`config.mk`:
```
export PLATFORM = sky130hd
export DESIGN_NAME = uart_tx_buffer
export DESIGN_NICKNAME = d
export VERILOG_FILES = /design/src/rtl/uart_tx_buffer_pkg.sv /design/src/rtl/uart_tx_buffer_fifo.sv /design/src/rtl/uart_tx_buffer.sv
export SDC_FILE = /design/constraint.sdc
export NUM_CORES = 1
export LEC_CHECK = 0
export ABC_AREA = 1
export BUFFER_PORTS_ARGS = -buffer_cell sky130_fd_sc_hd__buf_2
export CAP_MARGIN = 40
export CORE_ASPECT_RATIO = 0.5
export CORE_UTILIZATION = 50
export CTS_CLUSTER_SIZE = 20
export DETAILED_ROUTE_END_ITERATION = 7
export GPL_ROUTABILITY_DRIVEN = 0
export PLACE_DENSITY = 0.73
export SETUP_SLACK_MARGIN = 0.3
export SLEW_MARGIN = 10
export SYNTH_ARGS = -nofsm -noshare
export SYNTH_HDL_FRONTEND = slang
export SYNTH_SLANG_ARGS = --single-unit
```
`constraint.sdc`:
```
create_clock -name clk_i -period 8.2 [get_ports clk_i]
set_clock_uncertainty 0.15 [all_clocks]
set_input_delay 1.23 -clock clk_i [delete_from_list [all_inputs] [get_ports clk_i]]
set_output_delay 1.23 -clock clk_i [all_outputs]
set_load 0.02 [all_outputs]
```
`src/rtl/uart_tx_buffer_pkg.sv`:
```
// Shared definitions for the uart transmit buffer: register map, status/control
// bit positions and the drain state machine encoding.
package uart_tx_buffer_pkg;

  localparam logic [31:0] DATA_OFS   = 32'h0;
  localparam logic [31:0] STATUS_OFS = 32'h4;
  localparam logic [31:0] CTRL_OFS   = 32'h8;

  localparam int ST_EMPTY_BIT  = 8;
  localparam int ST_FULL_BIT   = 9;
  localparam int ST_OVF_BIT    = 10;
  localparam int ST_BUSY_BIT   = 11;
  localparam int ST_IRQ_EN_BIT = 12;

  localparam int CTRL_FLUSH_BIT  = 0;
  localparam int CTRL_IRQ_EN_BIT = 1;

  typedef enum logic {
    IDLE,
    REQ
  } drain_state_t;

  typedef enum logic [1:0] {
    REG_NONE,
    REG_DATA,
    REG_STATUS,
    REG_CTRL
  } reg_sel_t;

  // Full 32-bit match; anything else is an unmapped (but still granted) access.
  function automatic reg_sel_t decode_reg(input logic [31:0] addr, input logic [31:0] base);
    reg_sel_t sel;
    sel = REG_NONE;
    if (addr == base + DATA_OFS)        sel = REG_DATA;
    else if (addr == base + STATUS_OFS) sel = REG_STATUS;
    else if (addr == base + CTRL_OFS)   sel = REG_CTRL;
    return sel;
  endfunction

endpackage

```
`src/rtl/uart_tx_buffer_fifo.sv`:
```
// Generic synchronous FIFO with a clear that overrides push and pop.
// DEPTH must be a power of two so the pointers wrap on their own.
module uart_tx_fifo #(
  parameter int DEPTH = 16,
  parameter int WIDTH = 8
) (
  input  logic                     clk_i,
  input  logic                     rst_ni,
  input  logic                     clear_i,
  input  logic                     push_i,
  input  logic                     pop_i,
  input  logic [WIDTH-1:0]         data_i,
  output logic [WIDTH-1:0]         head_o,
  output logic [$clog2(DEPTH):0]   count_o,
  output logic                     full_o,
  output logic                     empty_o
);

  localparam int AW = $clog2(DEPTH);

  logic [WIDTH-1:0] r_mem [DEPTH];
  logic [AW-1:0]    r_wr_ptr;
  logic [AW-1:0]    r_rd_ptr;
  logic [AW:0]      r_count;
  logic             w_push;
  logic             w_pop;

  assign full_o  = (r_count == (AW+1)'(DEPTH));
  assign empty_o = (r_count == '0);
  assign count_o = r_count;
  assign head_o  = r_mem[r_rd_ptr];

  assign w_push = push_i && !full_o;
  assign w_pop  = pop_i && !empty_o;

  always_ff @(posedge clk_i or negedge rst_ni) begin
    if (!rst_ni) begin
      r_wr_ptr <= '0;
      r_rd_ptr <= '0;
      r_count  <= '0;
    end else if (clear_i) begin
      r_wr_ptr <= '0;
      r_rd_ptr <= '0;
      r_count  <= '0;
    end else begin
      if (w_push) r_wr_ptr <= r_wr_ptr + AW'(1);
      if (w_pop)  r_rd_ptr <= r_rd_ptr + AW'(1);
      r_count <= r_count + {{AW{1'b0}}, w_push} - {{AW{1'b0}}, w_pop};
    end
  end

  // Storage carries no reset; an entry is only visible once counted.
  always_ff @(posedge clk_i) begin
    if (w_push && !clear_i) r_mem[r_wr_ptr] <= data_i;
  end

endmodule

```
`src/rtl/uart_tx_buffer.sv`:
```
// Transmit write buffer: bus register decode, overflow/irq flags and the
// drain state machine that feeds FIFO bytes to the uart handshake.
//
// state | meaning
// IDLE  | no uart request outstanding; leaves when the FIFO holds a byte
// REQ   | uart_wreq_o high with the FIFO head; pops and returns on uart_wack_i
module uart_tx_buffer
  import uart_tx_buffer_pkg::*;
#(
  parameter int          DEPTH              = 16,
  parameter logic [31:0] BASE_ADDRESS       = 32'h2000_0000,
  parameter logic [31:0] UART_WRITE_ADDRESS = 32'h1000_0000,
  parameter bit          STALL_ON_FULL      = 1'b1
) (
  input  logic        clk_i,
  input  logic        rst_ni,
  input  logic        bus_req_i,
  input  logic        bus_we_i,
  input  logic [31:0] bus_addr_i,
  input  logic [31:0] bus_wdata_i,
  output logic        bus_gnt_o,
  output logic        bus_rvalid_o,
  output logic [31:0] bus_rdata_o,
  output logic [31:0] uart_addr_o,
  output logic [7:0]  uart_wdata_o,
  output logic        uart_wreq_o,
  input  logic        uart_wack_i,
  output logic        empty_irq_o
);

  localparam int CW = $clog2(DEPTH) + 1;

  drain_state_t r_state;
  drain_state_t w_state_nxt;
  reg_sel_t     w_sel;

  logic          w_full;
  logic          w_empty;
  logic [CW-1:0] w_count;
  logic [7:0]    w_head;

  logic w_data_wr;
  logic w_status_rd;
  logic w_ctrl_wr;
  logic w_flush_req;
  logic w_flush_now;
  logic w_push;
  logic w_pop;
  logic w_clear;
  logic w_wreq;

  logic        r_flush_pending;
  logic        r_ovf;
  logic        r_irq_en;
  logic        r_irq;
  logic        r_rvalid;
  logic [31:0] r_rdata;
  logic [31:0] w_rdata_nxt;
  logic [31:0] w_status;
  logic        w_unused;

  assign w_sel = decode_reg(bus_addr_i, BASE_ADDRESS);

  assign bus_gnt_o = bus_req_i &&
                     !(STALL_ON_FULL && bus_we_i && (w_sel == REG_DATA) && w_full);

  assign w_data_wr   = bus_gnt_o && bus_we_i && (w_sel == REG_DATA);
  assign w_status_rd = bus_gnt_o && !bus_we_i && (w_sel == REG_STATUS);
  assign w_ctrl_wr   = bus_gnt_o && bus_we_i && (w_sel == REG_CTRL);
  assign w_flush_req = w_ctrl_wr && bus_wdata_i[CTRL_FLUSH_BIT];

  assign w_pop       = (r_state == REQ) && uart_wack_i;
  assign w_flush_now = w_flush_req && (r_state == IDLE);
  // Full is judged on the pre-pop state, so a same-cycle pop never frees a slot.
  assign w_push      = w_data_wr && !w_full && !w_flush_now;
  // A flush seen during REQ lets the in-flight byte finish, then drops the rest.
  assign w_clear     = w_flush_now || (w_pop && (r_flush_pending || w_flush_req));

  assign w_unused = ^bus_wdata_i[31:8];

  uart_tx_fifo #(
    .DEPTH (DEPTH),
    .WIDTH (8)
  ) u_fifo (
    .clk_i   (clk_i),
    .rst_ni  (rst_ni),
    .clear_i (w_clear),
    .push_i  (w_push),
    .pop_i   (w_pop),
    .data_i  (bus_wdata_i[7:0]),
    .head_o  (w_head),
    .count_o (w_count),
    .full_o  (w_full),
    .empty_o (w_empty)
  );

  always_ff @(posedge clk_i or negedge rst_ni) begin
    if (!rst_ni) r_state <= IDLE;
    else         r_state <= w_state_nxt;
  end

  always_comb begin
    w_state_nxt = r_state;
    w_wreq      = 1'b0;
    case (r_state)
      IDLE: begin
        if (!w_empty && !w_flush_now) w_state_nxt = REQ;
      end
      REQ: begin
        w_wreq = 1'b1;
        if (uart_wack_i) w_state_nxt = IDLE;
      end
      default: w_state_nxt = IDLE;
    endcase
  end

  // Driven straight from the state register so reset drops the request at once.
  assign uart_wreq_o  = w_wreq;
  assign uart_wdata_o = w_wreq ? w_head : 8'h00;
  assign uart_addr_o  = UART_WRITE_ADDRESS;

  always_comb begin
    w_status                = '0;
    w_status[7:0]           = 8'(w_count);
    w_status[ST_EMPTY_BIT]  = w_empty;
    w_status[ST_FULL_BIT]   = w_full;
    w_status[ST_OVF_BIT]    = r_ovf;
    w_status[ST_BUSY_BIT]   = (r_state != IDLE);
    w_status[ST_IRQ_EN_BIT] = r_irq_en;
  end

  always_comb begin
    w_rdata_nxt = '0;
    if (bus_gnt_o && !bus_we_i) begin
      case (w_sel)
        REG_STATUS: w_rdata_nxt = w_status;
        REG_CTRL:   w_rdata_nxt[CTRL_IRQ_EN_BIT] = r_irq_en;
        default:    w_rdata_nxt = '0;
      endcase
    end
  end

  always_ff @(posedge clk_i or negedge rst_ni) begin
    if (!rst_ni) begin
      r_rvalid        <= 1'b0;
      r_rdata         <= '0;
      r_ovf           <= 1'b0;
      r_irq_en        <= 1'b0;
      r_flush_pending <= 1'b0;
      r_irq           <= 1'b0;
    end else begin
      r_rvalid <= bus_gnt_o;
      r_rdata  <= w_rdata_nxt;

      // Set beats the read-to-clear when both land together.
      if (w_data_wr && w_full) r_ovf <= 1'b1;
      else if (w_status_rd)    r_ovf <= 1'b0;

      if (w_ctrl_wr) r_irq_en <= bus_wdata_i[CTRL_IRQ_EN_BIT];

      if (w_pop)                             r_flush_pending <= 1'b0;
      else if (w_flush_req && r_state == REQ) r_flush_pending <= 1'b1;

      r_irq <= r_irq_en && w_empty && (r_state == IDLE) && !r_flush_pending;
    end
  end

  assign bus_rvalid_o = r_rvalid;
  assign bus_rdata_o  = r_rdata;
  assign empty_irq_o  = r_irq;

endmodule

```
==> implementation parameters <==
Parameter                              Value

Synth
  Area contributors post-synth    edfxtp_1 (53%), dfrtp_1 (10%), nor2_1 (5.7%), buf_4 (5.6%), o21ai_0 (4.6%)
  Area share of the largest cell type after synthesis    53.4%
  Number of flip-flops and latches in the synthesized netlist    157
  Library cell with the largest summed area after synthesis    edfxtp_1
  Cells after Synth    640
  Share of async-settable or async-resettable flops after synthesis    18.5%
  Number of synthesized flops with an enable pin    128
  Primary FF master, synth    edfxtp_1
  Number of distinct library cells after synthesis    35
  Post-synthesis cell area    7200 sq um
  Commonest cells in the synthesized netlist    edfxtp_1 (128), nor2_1 (109), o21ai_0 (66)
  Per-instance average area after synthesis    11.3 sq um
  Sequential share of the synthesized area    63.4%
  Total of warnings raised by yosys    0
  Most frequent cell after synthesis    edfxtp_1

Clock network
  Clock Tree Root    clkbuf_16
  Clock Latency Late Sink    0.42 ns
  Hold-fix buffers at CTS    0
  CTS sink count    157
  Number of buffers added by the clock tree synthesis step    17
  CTS resizes    0
  Clock tree from TritonCTS    built
  CTS clock-pin slew for the worst setup and hold paths    0.06 ns
  Number of setup buffers added after CTS    0
  Maximum root-to-sink buffer count    2
  H-Tree Depth    4

Finish
  Fin nets    793
  Post-Layout Inst Area    8190 sq um
  Number of fill cells in the layout    1121
  Seq. cell area    4570 sq um
  Multi-input gate area    2140 sq um
  Area added between synthesis and finish    13.8%
  Antenna diodes    0
  Share of post-route cells with drive strength above 1    19.3%

Global route
  Largest net degree at the start of global routing    67
  Antenna violations before repair    0
  Total routing resource utilization after global routing    22.1%
  Number of global-route vias before repair    4628
  Global route overflow    0
  Wire length of the first global-routing pass    24000 um

STA
  Worst Max-Slew Pin Slew    0.898 ns
  Final worst path period share    46.4%
  Peak clock frequency supported by timing    0.263 GHz
  Worst hold slack across all endpoints    0.319 ns
  Setup TNS    0 ns
  Worst slew slack as a fraction of its limit    39.8%
  Max-slew violation total from the final report    0
  RSZ-0062 raised after global routing    false
  Final critical-path required period    3.80 ns
  Final setup vio count    0
  Hold Vio Cnt, Final    0

Die
  Horizontal die dimension    172 um
  Die area    14900 sq um
  Core footprint    13800 sq um
  Core Rows    30
  Number of primary I/O pins    145
  Initial standard-cell utilization of the core    52.1%
  Overall die height    86.9 um

Critical path
  Kind of cell adding the most delay to the critical path    buffers and inverters
  Startpoint type of the worst setup path    flip-flop
  Stage delay of the slowest cell on the critical path    0.54 ns
  Crit path buf inv count    3
  Required time reported for the critical path endpoint    6.82 ns
  Setup Crit Path Kind    reg2out
  CP endpoint kind    primary output
  Sequence of cells on the critical path    inv_1 -> buf_4 -> o21ai_0 -> o221ai_1 -> nand3_1 -> a21oi_1 -> buf_2
  Critical path peak fanout    64
  Arrival time at the worst endpoint    2.42 ns
  Crit path max-delay cell type    buf_4

Placed design
  Placed wire-length estimate after detailed placement    9470 um
  Placed standard-cell area    7580 sq um
  Count of buffers from port buffering    66

Route
  Routed wirelength normalized by instance count    16.6 um
  Post-route ant nets    0
  DRC violation count after routing    0
  First-pass detailed-route iteration total    5
  Total length of routed wires    15200 um
  Routed via count    4874
  Routed vias/inst    5.32
  Initial DRC Count    343

Power and ir drop
  Worst supply voltage drop on vdd    149 uV
  Cell leakage power    3.21 nW
  Post-layout power    2.51 mW
  Pwr per Cell Area    306 nW/um^2

Min path
  Type of the tightest min-delay check    reg2reg

Run
  Maximum Capacitance Violations    0

Outcome
  Result of the run    complete, no violations
[layout make-up]
class	instances	area share, %
clock inverters	12	2.08
clock buffers	19	5.28
inverters	46	2.11
multi-input cells	408	26.1
flip-flops and latches	157	55.8
well taps	192	2.93
repair buffers	82	5.74
[power breakdown]
part	switching, mW	internal (mW)	total [mW]
Sequential	0.0282	0.890	0.919
Clock	0.301	0.505	0.806
Combinational	0.532	0.248	0.780
[stage by stage]
step                setup WS (ns)  utilization [%]  std cells
finish                       4.40             59.3        916
detailed placement           4.42             54.9        884
floorplan                    4.87                -        692
global placement             4.39             54.5        880
global route                 4.27             59.3        916
CTS                          4.41             59.3        915
[final timing paths]
check / start / endpoint / slack [ns] / cells after the start
worst max-delay path: u_fifo.r_rd_ptr[0] / uart_wdata_o[3] / 4.40 / 7
worst min-delay path: r_flush_pending / empty_irq_o / 0.32 / 1
worst max register to register: u_fifo.count_o[3] / u_fifo.count_o[4] / 5.09 / 18
worst min register to register: r_flush_pending / empty_irq_o / 0.32 / 1
max in group asynchronous: rst_ni / r_flush_pending / 6.77 / 1
min in group asynchronous: rst_ni / bus_rdata_o[3] / 0.70 / 1
[cell usage in the layout (no fill, tap or decap), types with 15 or more instances in the layout]
cell and count:
clkbuf_16 17, o221ai_1 26, nor2_2 15, inv_1 43
edfxtp_1 128, buf_2 66, nand2_1 35, conb_1 54
nor2_1 109, dfrtp_1 29, o21ai_0 66, buf_4 15
nand3_1 23
[flip-flops by register name (all words and copies together) (netlist names), 4 cells and up]
signal,flops
u_fifo.r_rd_ptr,4
u_fifo.r_wr_ptr,4
u_fifo.r_mem,128
bus_rdata_o,10
u_fifo.count_o,5
[kinds of logic (layout without fill, tap and decap cells)]
logic type / after synthesis / after routing / synth area share, %
fa+ha+maj: 12 / 12 / 2.19
buf+inv: 127 / 159 / 9.80
mux: 1 / 1 / 0.156
other cells: 2 / 54 / 0.104
xor+xnor: 7 / 7 / 0.851
flops: 157 / 157 / 63.4
compound gates: 118 / 118 / 10.0
simple gates: 216 / 216 / 13.4
[routing by layer]
| metal | vias up | part of all wire (%) | GRT usage, % |
|---|---|---|---|
| li1 | 2293 | - | - |
| met1 | 2325 | 43 | 29.1 |
| met2 | 239 | 47 | 35.5 |
| met3 | 17 | 8.1 | 6.04 |
| met4 | 0 | 1.5 | 7.64 |
| met5 | - | 0 | 0 |
Note: power is estimated with default switching activity, not from simulation.
